### config.mk
export PLATFORM = sky130hd
export DESIGN_NAME = bit_scan_unit_flat
export DESIGN_NICKNAME = d
export VERILOG_FILES = /design/src/rtl/bit_scan_pkg.sv /design/src/rtl/bit_scan_if.sv /design/src/rtl/bit_scan_chunk_enc.sv /design/src/rtl/bit_scan_unit.sv /design/src/flat_wrapper.sv
export SDC_FILE = /design/constraint.sdc
export NUM_CORES = 1
export LEC_CHECK = 0
export ABC_AREA = 1
export BUFFER_PORTS_ARGS = -buffer_cell sky130_fd_sc_hd__clkbuf_2
export CAP_MARGIN = 25
export CORE_UTILIZATION = 40
export CTS_BUF_LIST = sky130_fd_sc_hd__clkbuf_16
export DETAILED_ROUTE_END_ITERATION = 8
export SETUP_SLACK_MARGIN = 0.5
export SYNTH_ARGS = -nofsm -noshare
export SYNTH_HDL_FRONTEND = slang
export SYNTH_HIERARCHICAL = 1
export SYNTH_SLANG_ARGS = --single-unit
### constraint.sdc
create_clock -name clk -period 4.4 [get_ports clk]
set_input_delay 0.66 -clock clk [delete_from_list [all_inputs] [get_ports clk]]
set_output_delay 0.66 -clock clk [all_outputs]
set_load 0.01 [all_outputs]
### src/rtl/bit_scan_pkg.sv
// bit_scan_pkg: op encodings and FSM state type shared by the bit-scan unit
package bit_scan_pkg;
  localparam logic [1:0] OP_CTZ  = 2'b00;
  localparam logic [1:0] OP_CLZ  = 2'b01;
  localparam logic [1:0] OP_CPOP = 2'b10;
  localparam logic [1:0] OP_RSV  = 2'b11;
  typedef enum logic [1:0] {IDLE, SCAN, DONE} state_t;
endpackage

### src/rtl/bit_scan_if.sv
// bit_scan_if: request/response valid-ready bundle for the bit-scan unit
interface bit_scan_if #(parameter int WIDTH = 32);
  localparam int RW = $clog2(WIDTH) + 1;
  logic             in_valid;
  logic             in_ready;
  logic [WIDTH-1:0] in_data;
  logic [1:0]       in_op;
  logic             out_valid;
  logic             out_ready;
  logic [RW-1:0]    out_result;
  logic             out_zero;
  modport master (output in_valid, in_data, in_op, out_ready,
                  input  in_ready, out_valid, out_result, out_zero);
  modport slave  (input  in_valid, in_data, in_op, out_ready,
                  output in_ready, out_valid, out_result, out_zero);
endinterface

### src/rtl/bit_scan_chunk_enc.sv
// bit_scan_chunk_enc: per-chunk nonzero flag, trailing-zero index and (BIT_SCAN_CPOP_EN) popcount
module bit_scan_chunk_enc #(
  parameter int CHUNK = 8
) (
  input  logic [CHUNK-1:0]         chunk,
  output logic                     nz,
  output logic [$clog2(CHUNK)-1:0] tz
`ifdef BIT_SCAN_CPOP_EN
  ,
  output logic [$clog2(CHUNK):0]   cnt
`endif
);
  localparam int TW = $clog2(CHUNK);
  // lowest set bit wins: scan from the top so the last hit is the lowest index
  always_comb begin
    nz = |chunk;
    tz = '0;
    for (int i = CHUNK - 1; i >= 0; i--)
      if (chunk[i]) tz = TW'(i);
  end
`ifdef BIT_SCAN_CPOP_EN
  // population count of the chunk
  always_comb begin
    cnt = '0;
    for (int i = 0; i < CHUNK; i++) cnt = cnt + (TW+1)'(chunk[i]);
  end
`endif
endmodule

### src/rtl/bit_scan_unit.sv
// bit_scan_unit: multi-cycle CTZ/CLZ (and CPOP when BIT_SCAN_CPOP_EN is defined) with early exit
module bit_scan_unit
  import bit_scan_pkg::*;
#(
  parameter int WIDTH = 32,
  parameter int CHUNK = 8
) (
  input logic       clk,
  input logic       rst_n,
  bit_scan_if.slave bus
);
  localparam int NCHUNK = WIDTH / CHUNK;
  localparam int RW     = $clog2(WIDTH) + 1;
  localparam int TW     = $clog2(CHUNK);
  localparam int IW     = NCHUNK > 1 ? $clog2(NCHUNK) : 1;

  state_t           state;
  logic [WIDTH-1:0] sh;
  logic [WIDTH-1:0] rev;
  logic [1:0]       op;
  logic [RW-1:0]    acc;
  logic [IW-1:0]    idx;
  logic [RW-1:0]    result;
  logic             zero;
  logic             nz;
  logic [TW-1:0]    tz;
  logic             last;

  assign last           = idx == IW'(NCHUNK - 1);
  assign bus.in_ready   = state == IDLE;
  assign bus.out_valid  = state == DONE;
  assign bus.out_result = result;
  assign bus.out_zero   = zero;

`ifdef BIT_SCAN_CPOP_EN
  logic [TW:0]   cnt;
  logic [RW-1:0] pop_sum;
  assign pop_sum = acc + RW'(cnt);
  bit_scan_chunk_enc #(.CHUNK(CHUNK)) u_enc (.chunk(sh[CHUNK-1:0]), .nz(nz), .tz(tz), .cnt(cnt));
`else
  bit_scan_chunk_enc #(.CHUNK(CHUNK)) u_enc (.chunk(sh[CHUNK-1:0]), .nz(nz), .tz(tz));
`endif

  // bit-reverse the operand so CLZ becomes a CTZ scan
  always_comb begin
    rev = '0;
    for (int i = 0; i < WIDTH; i++) rev[i] = bus.in_data[WIDTH-1-i];
  end

  // FSM: accept, scan one chunk per cycle, hold result until consumed
  always_ff @(posedge clk or negedge rst_n) begin
    if (!rst_n) begin
      state  <= IDLE;
      sh     <= '0;
      op     <= OP_CTZ;
      acc    <= '0;
      idx    <= '0;
      result <= '0;
      zero   <= 1'b0;
    end else begin
      case (state)
        IDLE: if (bus.in_valid) begin
          sh    <= bus.in_op == OP_CLZ ? rev : bus.in_data;
          op    <= bus.in_op;
          acc   <= '0;
          idx   <= '0;
          state <= SCAN;
        end
        SCAN: if (op == OP_CTZ || op == OP_CLZ) begin
          if (nz) begin
            result <= acc + RW'(tz);
            zero   <= 1'b0;
            state  <= DONE;
          end else begin
            acc <= acc + RW'(CHUNK);
            sh  <= sh >> CHUNK;
            idx <= idx + IW'(1);
            if (last) begin
              result <= RW'(WIDTH);
              zero   <= 1'b1;
              state  <= DONE;
            end
          end
        end
`ifdef BIT_SCAN_CPOP_EN
        else if (op == OP_CPOP) begin
          acc <= pop_sum;
          sh  <= sh >> CHUNK;
          idx <= idx + IW'(1);
          if (last) begin
            result <= pop_sum;
            zero   <= pop_sum == '0;
            state  <= DONE;
          end
        end
`endif
        else begin
          result <= '0;
          zero   <= 1'b0;
          state  <= DONE;
        end
        DONE: if (bus.out_ready) state <= IDLE;
        default: state <= IDLE;
      endcase
    end
  end
endmodule
### src/flat_wrapper.sv
// flat-port wrapper written by rule: the top's interface ports become plain ports
module bit_scan_unit_flat import bit_scan_pkg::*;
#(
  parameter int WIDTH = 32,
  parameter int CHUNK = 8
)
  (clk, rst_n, bus_in_valid, bus_in_data, bus_in_op, bus_out_ready, bus_in_ready, bus_out_valid, bus_out_result, bus_out_zero);
  bit_scan_if #(.WIDTH(WIDTH)) bus_i ();
  input logic clk;
  input logic rst_n;
  input wire logic [$bits(bus_i.in_valid)-1:0] bus_in_valid;
  input wire logic [$bits(bus_i.in_data)-1:0] bus_in_data;
  input wire logic [$bits(bus_i.in_op)-1:0] bus_in_op;
  input wire logic [$bits(bus_i.out_ready)-1:0] bus_out_ready;
  output wire logic [$bits(bus_i.in_ready)-1:0] bus_in_ready;
  output wire logic [$bits(bus_i.out_valid)-1:0] bus_out_valid;
  output wire logic [$bits(bus_i.out_result)-1:0] bus_out_result;
  output wire logic [$bits(bus_i.out_zero)-1:0] bus_out_zero;
  assign bus_i.in_valid = bus_in_valid;
  assign bus_i.in_data = bus_in_data;
  assign bus_i.in_op = bus_in_op;
  assign bus_i.out_ready = bus_out_ready;
  assign bus_in_ready = bus_i.in_ready;
  assign bus_out_valid = bus_i.out_valid;
  assign bus_out_result = bus_i.out_result;
  assign bus_out_zero = bus_i.out_zero;
  bit_scan_unit #(.WIDTH(WIDTH), .CHUNK(CHUNK)) u_core (.clk(clk), .rst_n(rst_n), .bus(bus_i));
endmodule
Word-level counts from Yosys, hierarchy flattened
Cells that the tools add are included.
{"block": "op_classes", "muxes": 33, "addsub": 3, "reduce_logical": 9, "n_eq_ne": 11}
{"cell": "two-way mux 32 bit", "n": 4}
{"cell": "one-hot mux 32 bit (2 select lines)", "n": 1}
{"cell": "two-way mux 6 bit", "n": 6}
{"cell": "two-way mux 3 bit", "n": 8}
{"cell": "two-way mux 2 bit", "n": 8}
{"cell": "one-hot mux 6 bit (2 select lines)", "n": 1}
{"cell": "OR reduction 8 bit", "n": 1}
{"cell": "adder 6 x 3 -> 6 bit", "n": 1}
{"cell": "adder 6 x 4 -> 6 bit, second input constant", "n": 1}
{"cell": "== test 2 x 1 -> 1 bit, second input constant", "n": 3}
{"cell": "!= test 2 bit, second input constant", "n": 3}
{"cell": "one-hot mux 2 bit (3 select lines)", "n": 1}
{"cell": "== test 2 bit, second input constant", "n": 2}
{"cell": "logical NOT 2 bit", "n": 2}
{"cell": "!= test 4 x 2 -> 1 bit, second input constant", "n": 1}
{"cell": "one-hot mux 2 bit (2 select lines)", "n": 1}
{"cell": "AND reduction 2 bit", "n": 2}
{"cell": "AND reduction 4 bit", "n": 1}
{"cell": "two-way mux 1 bit", "n": 3}
{"cell": "!= test 3 x 1 -> 1 bit, second input constant", "n": 1}
{"cell": "AND reduction 3 bit", "n": 1}
{"cell": "adder 2 x 1 -> 2 bit, second input constant", "n": 1}
{"cell": "!= test 2 x 1 -> 1 bit, second input constant", "n": 1}
{"cell": "nonzero test 2 bit", "n": 1}
{"cell": "logical OR 1 bit", "n": 1}
{"block": "word_totals", "ff_bits": 51, "out_inout_bits": 9}

Depth between registers and ports, before layout
{"block": "logic_depth", "depth_word": 11, "depth_mapped": 11}

Modules after synthesis
Netlist, hierarchy kept.
{"mod": "bit_scan_unit", "n_inst": 1, "area_each_um2": 2580.0, "cells_each": 349, "seq_area_each_um2": 1176.1}
{"mod": "bit_scan_chunk_enc", "n_inst": 1, "area_each_um2": 98.8, "cells_each": 22, "seq_area_each_um2": 0.0}

Worst setup path before layout
Ideal clock, no wire load.
{"block": "synth_timing", "path_type": "register to register", "start": "reg u_core.sh[6]", "end": "reg u_core.acc[5]", "arrival_time_ns": 1.490, "path_stages_with_launch": 11, "period_less_slack_ns": 1.607, "setup_slack_ns": 2.793, "setup_time_ns": 0.117, "t_required_ns": 4.283, "n_path_buf": 1, "path_cell_list": "dfrtp_1 or2_1 nor3_2 nand2_1 nor2_1 nand2_2 nand2_4 inv_4 buf_6 nand2_1 nand2_1"}
{"block": "synth_via", "elab_chain_len": 3}
{"item": "start: declaration", "line": "bit_scan_unit.sv:18", "rtl": "logic [WIDTH-1:0] sh;"}
{"item": "start signal: assignment", "line": "bit_scan_unit.sv:63", "rtl": "sh <= bus.in_op == OP_CLZ ? rev : bus.in_data;"}
{"item": "start signal: assignment", "line": "bit_scan_unit.sv:76", "rtl": "sh <= sh >> CHUNK;"}
{"item": "OR reduction 8 bit", "line": "bit_scan_chunk_enc.sv:16", "rtl": "nz = |chunk;"}
{"item": "via u_core.nz", "line": "bit_scan_unit.sv:25", "rtl": "logic nz;"}
{"item": "!= test 2 bit (no line)"}
{"item": "AND reduction 4 bit (no line)"}
{"item": "end signal: assignment", "line": "bit_scan_unit.sv:75", "rtl": "acc <= acc + RW'(CHUNK);"}
{"item": "end: declaration", "line": "bit_scan_unit.sv:21", "rtl": "logic [RW-1:0] acc;"}
The timed path passes the listed nets, and every way through them passes these cells.
A chain may end at the register's enable or synchronous reset.

Final worst setup path
{"block": "layout_timing", "start": "reg u_core.sh[6]", "end": "reg u_core.sh[10]"}
{"block": "layout_via", "elab_chain_len": 3}
{"item": "OR reduction 8 bit", "line": "bit_scan_chunk_enc.sv:16"}
{"item": "via u_core.nz", "line": "bit_scan_unit.sv:25"}
{"item": "!= test 2 bit (no line)"}
{"item": "AND reduction 4 bit (no line)"}
The timed path passes the listed nets, and every way through them passes these cells.

==> impl_summary.log <==
[metrics] combined area of all synthesized cells: 2679 um^2
[metrics] crit start category: flop
[metrics] drt total wl: 6.244 mm
[metrics] met3 wire length: 216 um
[metrics] Slew headroom: 0.5471
[metrics] number of clock sinks: 47
[metrics] drt first-iter violations: 208
[metrics] final HPWL from detailed placement: 4.339 mm
[metrics] total of warnings raised by yosys: 6
[metrics] overflow left after global routing: 0
[metrics] compound-cell area share of the yosys netlist: 0.04064
[metrics] worst path arrival time: 2.39 ns
[metrics] delay contributed by the slowest stage of the critical path: 0.40 ns
[metrics] final count of pins violating max slew: 0
[metrics] fill cell instance count of the final layout: 666
[metrics] multiplexer share of the synthesized area: 0.007473
[metrics] violated checks: DRC
[metrics] share of cells above drive strength 1: 0.1809
[metrics] post-synthesis share of cell area spent on and, or, nand and nor gates: 0.4012
[metrics] antenna-violating nets left: 0
[metrics] worst path required time: 4.57 ns
[metrics] number of buffers inserted by post-CTS setup repair: 0
[metrics] fin crit period: 2.215 ns
[metrics] Die Width: 83.84 um
[metrics] R2R setup slack: 2.19 ns
[metrics] leakage dissipation: 1.689 nW
[metrics] FF-to-FF End: u_core/sh[10]$_DFFE_PN0P_
[metrics] Vias/cell: 4.912
[metrics] dominant delay contributor by cell family on the critical path: simple AND/OR/NAND/NOR gates
[metrics] top cell type by total area after synthesis: sky130_fd_sc_hd__dfrtp_1
[metrics] type of the worst setup path: flop to flop
[metrics] Die Y: 83.84 um
[metrics] share of async-settable or async-resettable flops after synthesis: 1.000
[metrics] average wire length per cell after detail routing: 12.85 um
[metrics] global-route wire length before repair: 10.72 mm
[metrics] post-layout net count: 448
[metrics] core area: 6422 um^2
[metrics] number of register bits inferred by synthesis: 47
[metrics] endpoints failing setup: 0
[metrics] Std-Cell Rows: 29
[metrics] sum of negative setup slack: 0 ns
[metrics] maximum vdd drop: 232.8 uV
[metrics] total track usage: 0.1932
[metrics] final hold slack: 0.4615 ns
[metrics] H-tree depth reported by CTS: 2
[metrics] number of synthesized flops with an enable pin: 0
[metrics] count of unresolved DRC violations after routing: 4
[metrics] area of the die: 7028 um^2
[metrics] Cell variety after synth: 30
[metrics] Register-to-Register Path Depth: 9
[metrics] adder and majority gate portion of the synthesized area: 0.009341
[metrics] number of antenna repair diodes: 0
[metrics] routed metal-1 wirelength: 2.999 mm
[metrics] TritonCTS Buffers: 5
[metrics] highest achievable clock rate: 0.4515 GHz
[metrics] antenna violations before repair: 0
[metrics] net count after synthesis: 411
[metrics] unrepaired setup endpoints after global routing: false
[metrics] share of the clock period used by the worst path after layout: 0.5033
[metrics] met2 wirelength from detailed routing: 2.988 mm
[metrics] later-pin clock latency in the skew report: 0.29 ns
[metrics] area of the multi-input gates: 1237 um^2
[metrics] sequential area share after synthesis: 0.4390
[metrics] CP bufs+invs: 1
[metrics] PortBufs: 46
[metrics] top cells by instance count after synthesis: sky130_fd_sc_hd__nand2_1, sky130_fd_sc_hd__nand3_1, sky130_fd_sc_hd__dfrtp_1, sky130_fd_sc_hd__inv_1, sky130_fd_sc_hd__o21ai_0
[metrics] uppermost signal routing layer after detailed routing: met4
[metrics] area share of the largest cell type after synthesis: 0.4390
[metrics] Pwr per Cell Area: 556.2 nW/um^2
[metrics] cells traversed along the worst timing path: or2_1, nor3_2, nand2_1, nor2_1, nand2_2, nand2_4, inv_4, nand2_1, nand2_1
[metrics] clock edge transition at the registers on the reported setup and hold paths: 0.06 ns
[metrics] cell with the most instances after synthesis: sky130_fd_sc_hd__nand2_1
[metrics] slowest library cell on the worst path: sky130_fd_sc_hd__dfrtp_1
[metrics] largest net degree at the start of global routing: 48
[metrics] most area-consuming cells after synthesis: sky130_fd_sc_hd__dfrtp_1, sky130_fd_sc_hd__nand2_1, sky130_fd_sc_hd__nand3_1
[metrics] Max Root-Sink Buffers: 2
[metrics] Setup Skew: 0.005902 ns
[metrics] Avg Inst Size Synth: 7.221 um^2
[metrics] CTS-repair resized insts: 0
[metrics] maxcap violations: 0
[metrics] Layout area overhead: 14.20%
[metrics] Sequential Area: 1176 um^2
[metrics] Hold WC Path Type: primary input to asynchronous set/reset pin
[metrics] via count of the first global-routing pass: 2318
[metrics] number of hold buffers added after CTS: 0
[metrics] dominant combinational cell family by area after synthesis: simple AND/OR/NAND/NOR gates
[metrics] transition time at the pin with the least slew margin: 0.6769 ns
[metrics] minimum setup slack after placement: 2.139 ns
[metrics] Critical Path Sink Type: flop
[metrics] final RePlAce weighted congestion: 0.8200
[metrics] number of iterations in the first detailed-routing pass: 6
[metrics] vias after detailed routing: 2387
[metrics] starting utilization of the core area: 0.4171
[metrics] xor-xnor portion of the synthesized cell area: 0.003270
[metrics] worst-path fanout max: 37
[metrics] slack of the critical path: 2.185 ns
[metrics] crit-path most repeated cell: sky130_fd_sc_hd__nand2_1
[metrics] cell at the root of the clock tree: sky130_fd_sc_hd__clkbuf_16
[metrics] final count of hold timing violations: 0
[metrics] origin of the critical flop-to-flop path: u_core/sh[6]$_DFFE_PN0P_
[metrics] TritonCTS clock tree: done
[metrics] most used flip-flop cell after synthesis: sky130_fd_sc_hd__dfrtp_1
[metrics] post-layout util: 0.4763
[metrics] status: finished, violations left
[metrics] cell count after synthesis: 371
[metrics] Top-Level Pins: 47
[final cells by class]
| cell class | instances | share of cell area |
|---|---|---|
| clock buffer | 5 | 0.04090 |
| clock inverter | 3 | 0.004908 |
| inverter | 41 | 0.05112 |
| multi-input combinational | 264 | 0.4045 |
| sequential | 47 | 0.3845 |
| tap | 77 | 0.03149 |
| timing repair buffer | 49 | 0.08262 |
[routing by layer]
metal,GRT usage,vias to the layer above
met5,0,-
met4,0.06270,0
met2,0.3204,55
li1,-,1249
met1,0.2530,1081
met3,0.03858,2
[registers in the layout (all words and copies together), names as in the netlist]
register and flops:
u_core/sh 32, u_core/bus.out_result 6, u_core/acc 3, u_core/idx 2
u_core/state 2, u_core/bus.out_zero 1, u_core/op 1
[per-stage QoR]
| step | total power, mW | area, um^2 | std cells |
|---|---|---|---|
| finish | 1.701 | 3059 | 486 |
| global route | 1.851 | 3059 | 486 |
| CTS | 1.722 | 3059 | 486 |
| detailed placement | 1.351 | 2919 | 478 |
| global placement | 1.340 | 2919 | 478 |
| floorplan | 1.190 | 2679 | 371 |
[layout by cell type, fill, tap and decap left out]
cell	instances
sky130_fd_sc_hd__a31oi_1	1
sky130_fd_sc_hd__buf_4	3
sky130_fd_sc_hd__nor3_2	1
sky130_fd_sc_hd__a21oi_1	1
sky130_fd_sc_hd__nor2_4	1
sky130_fd_sc_hd__or2_2	8
sky130_fd_sc_hd__xor2_1	1
sky130_fd_sc_hd__o21ai_0	16
sky130_fd_sc_hd__nand2_4	1
sky130_fd_sc_hd__inv_4	1
sky130_fd_sc_hd__nand2_2	3
sky130_fd_sc_hd__inv_1	36
sky130_fd_sc_hd__clkinvlp_4	1
sky130_fd_sc_hd__nand4_1	1
sky130_fd_sc_hd__clkbuf_2	46
sky130_fd_sc_hd__nand2_1	125
sky130_fd_sc_hd__nand3_1	84
sky130_fd_sc_hd__nor2_2	1
sky130_fd_sc_hd__mux2i_1	2
sky130_fd_sc_hd__nor2_1	4
sky130_fd_sc_hd__inv_2	3
sky130_fd_sc_hd__clkbuf_16	5
sky130_fd_sc_hd__or2_1	8
sky130_fd_sc_hd__o31ai_1	1
sky130_fd_sc_hd__clkinv_1	3
sky130_fd_sc_hd__ha_1	2
sky130_fd_sc_hd__o21ai_1	2
sky130_fd_sc_hd__dfrtp_1	47
sky130_fd_sc_hd__or2_0	1
[power breakdown]
group          switching (mW)  internal (mW)
combinational           0.410          0.227
sequential             0.0918          0.607
clock                   0.159          0.207
total                   0.661           1.04
[cells by family after synthesis]
| logic type | after synthesis |
|---|---|
| adders and majority gates | 2 |
| AOI/OAI and AO/OA | 21 |
| muxes | 2 |
| and+or+nand+nor | 238 |
| DFF | 47 |
| xor gates and xnor gates | 1 |
| buffers and inverters | 60 |
[worst max-delay path by stage]
stage | slack, ns | start | depth (start not counted) | to
after floorplan | 2.79 | u_core/sh[6]$_DFFE_PN0P_ | 10 | u_core/acc[5]$_DFFE_PN0P_
after global placement | 2.16 | bus_in_op[0] | 7 | u_core/sh[23]$_DFFE_PN0P_
after detailed placement | 2.14 | bus_in_op[0] | 7 | u_core/sh[20]$_DFFE_PN0P_
after CTS | 2.18 | u_core/sh[6]$_DFFE_PN0P_ | 9 | u_core/sh[10]$_DFFE_PN0P_
after global routing | 2.00 | u_core/sh[6]$_DFFE_PN0P_ | 9 | u_core/sh[14]$_DFFE_PN0P_
final | 2.19 | u_core/sh[6]$_DFFE_PN0P_ | 9 | u_core/sh[10]$_DFFE_PN0P_
(Power assumes the default switching activity.)
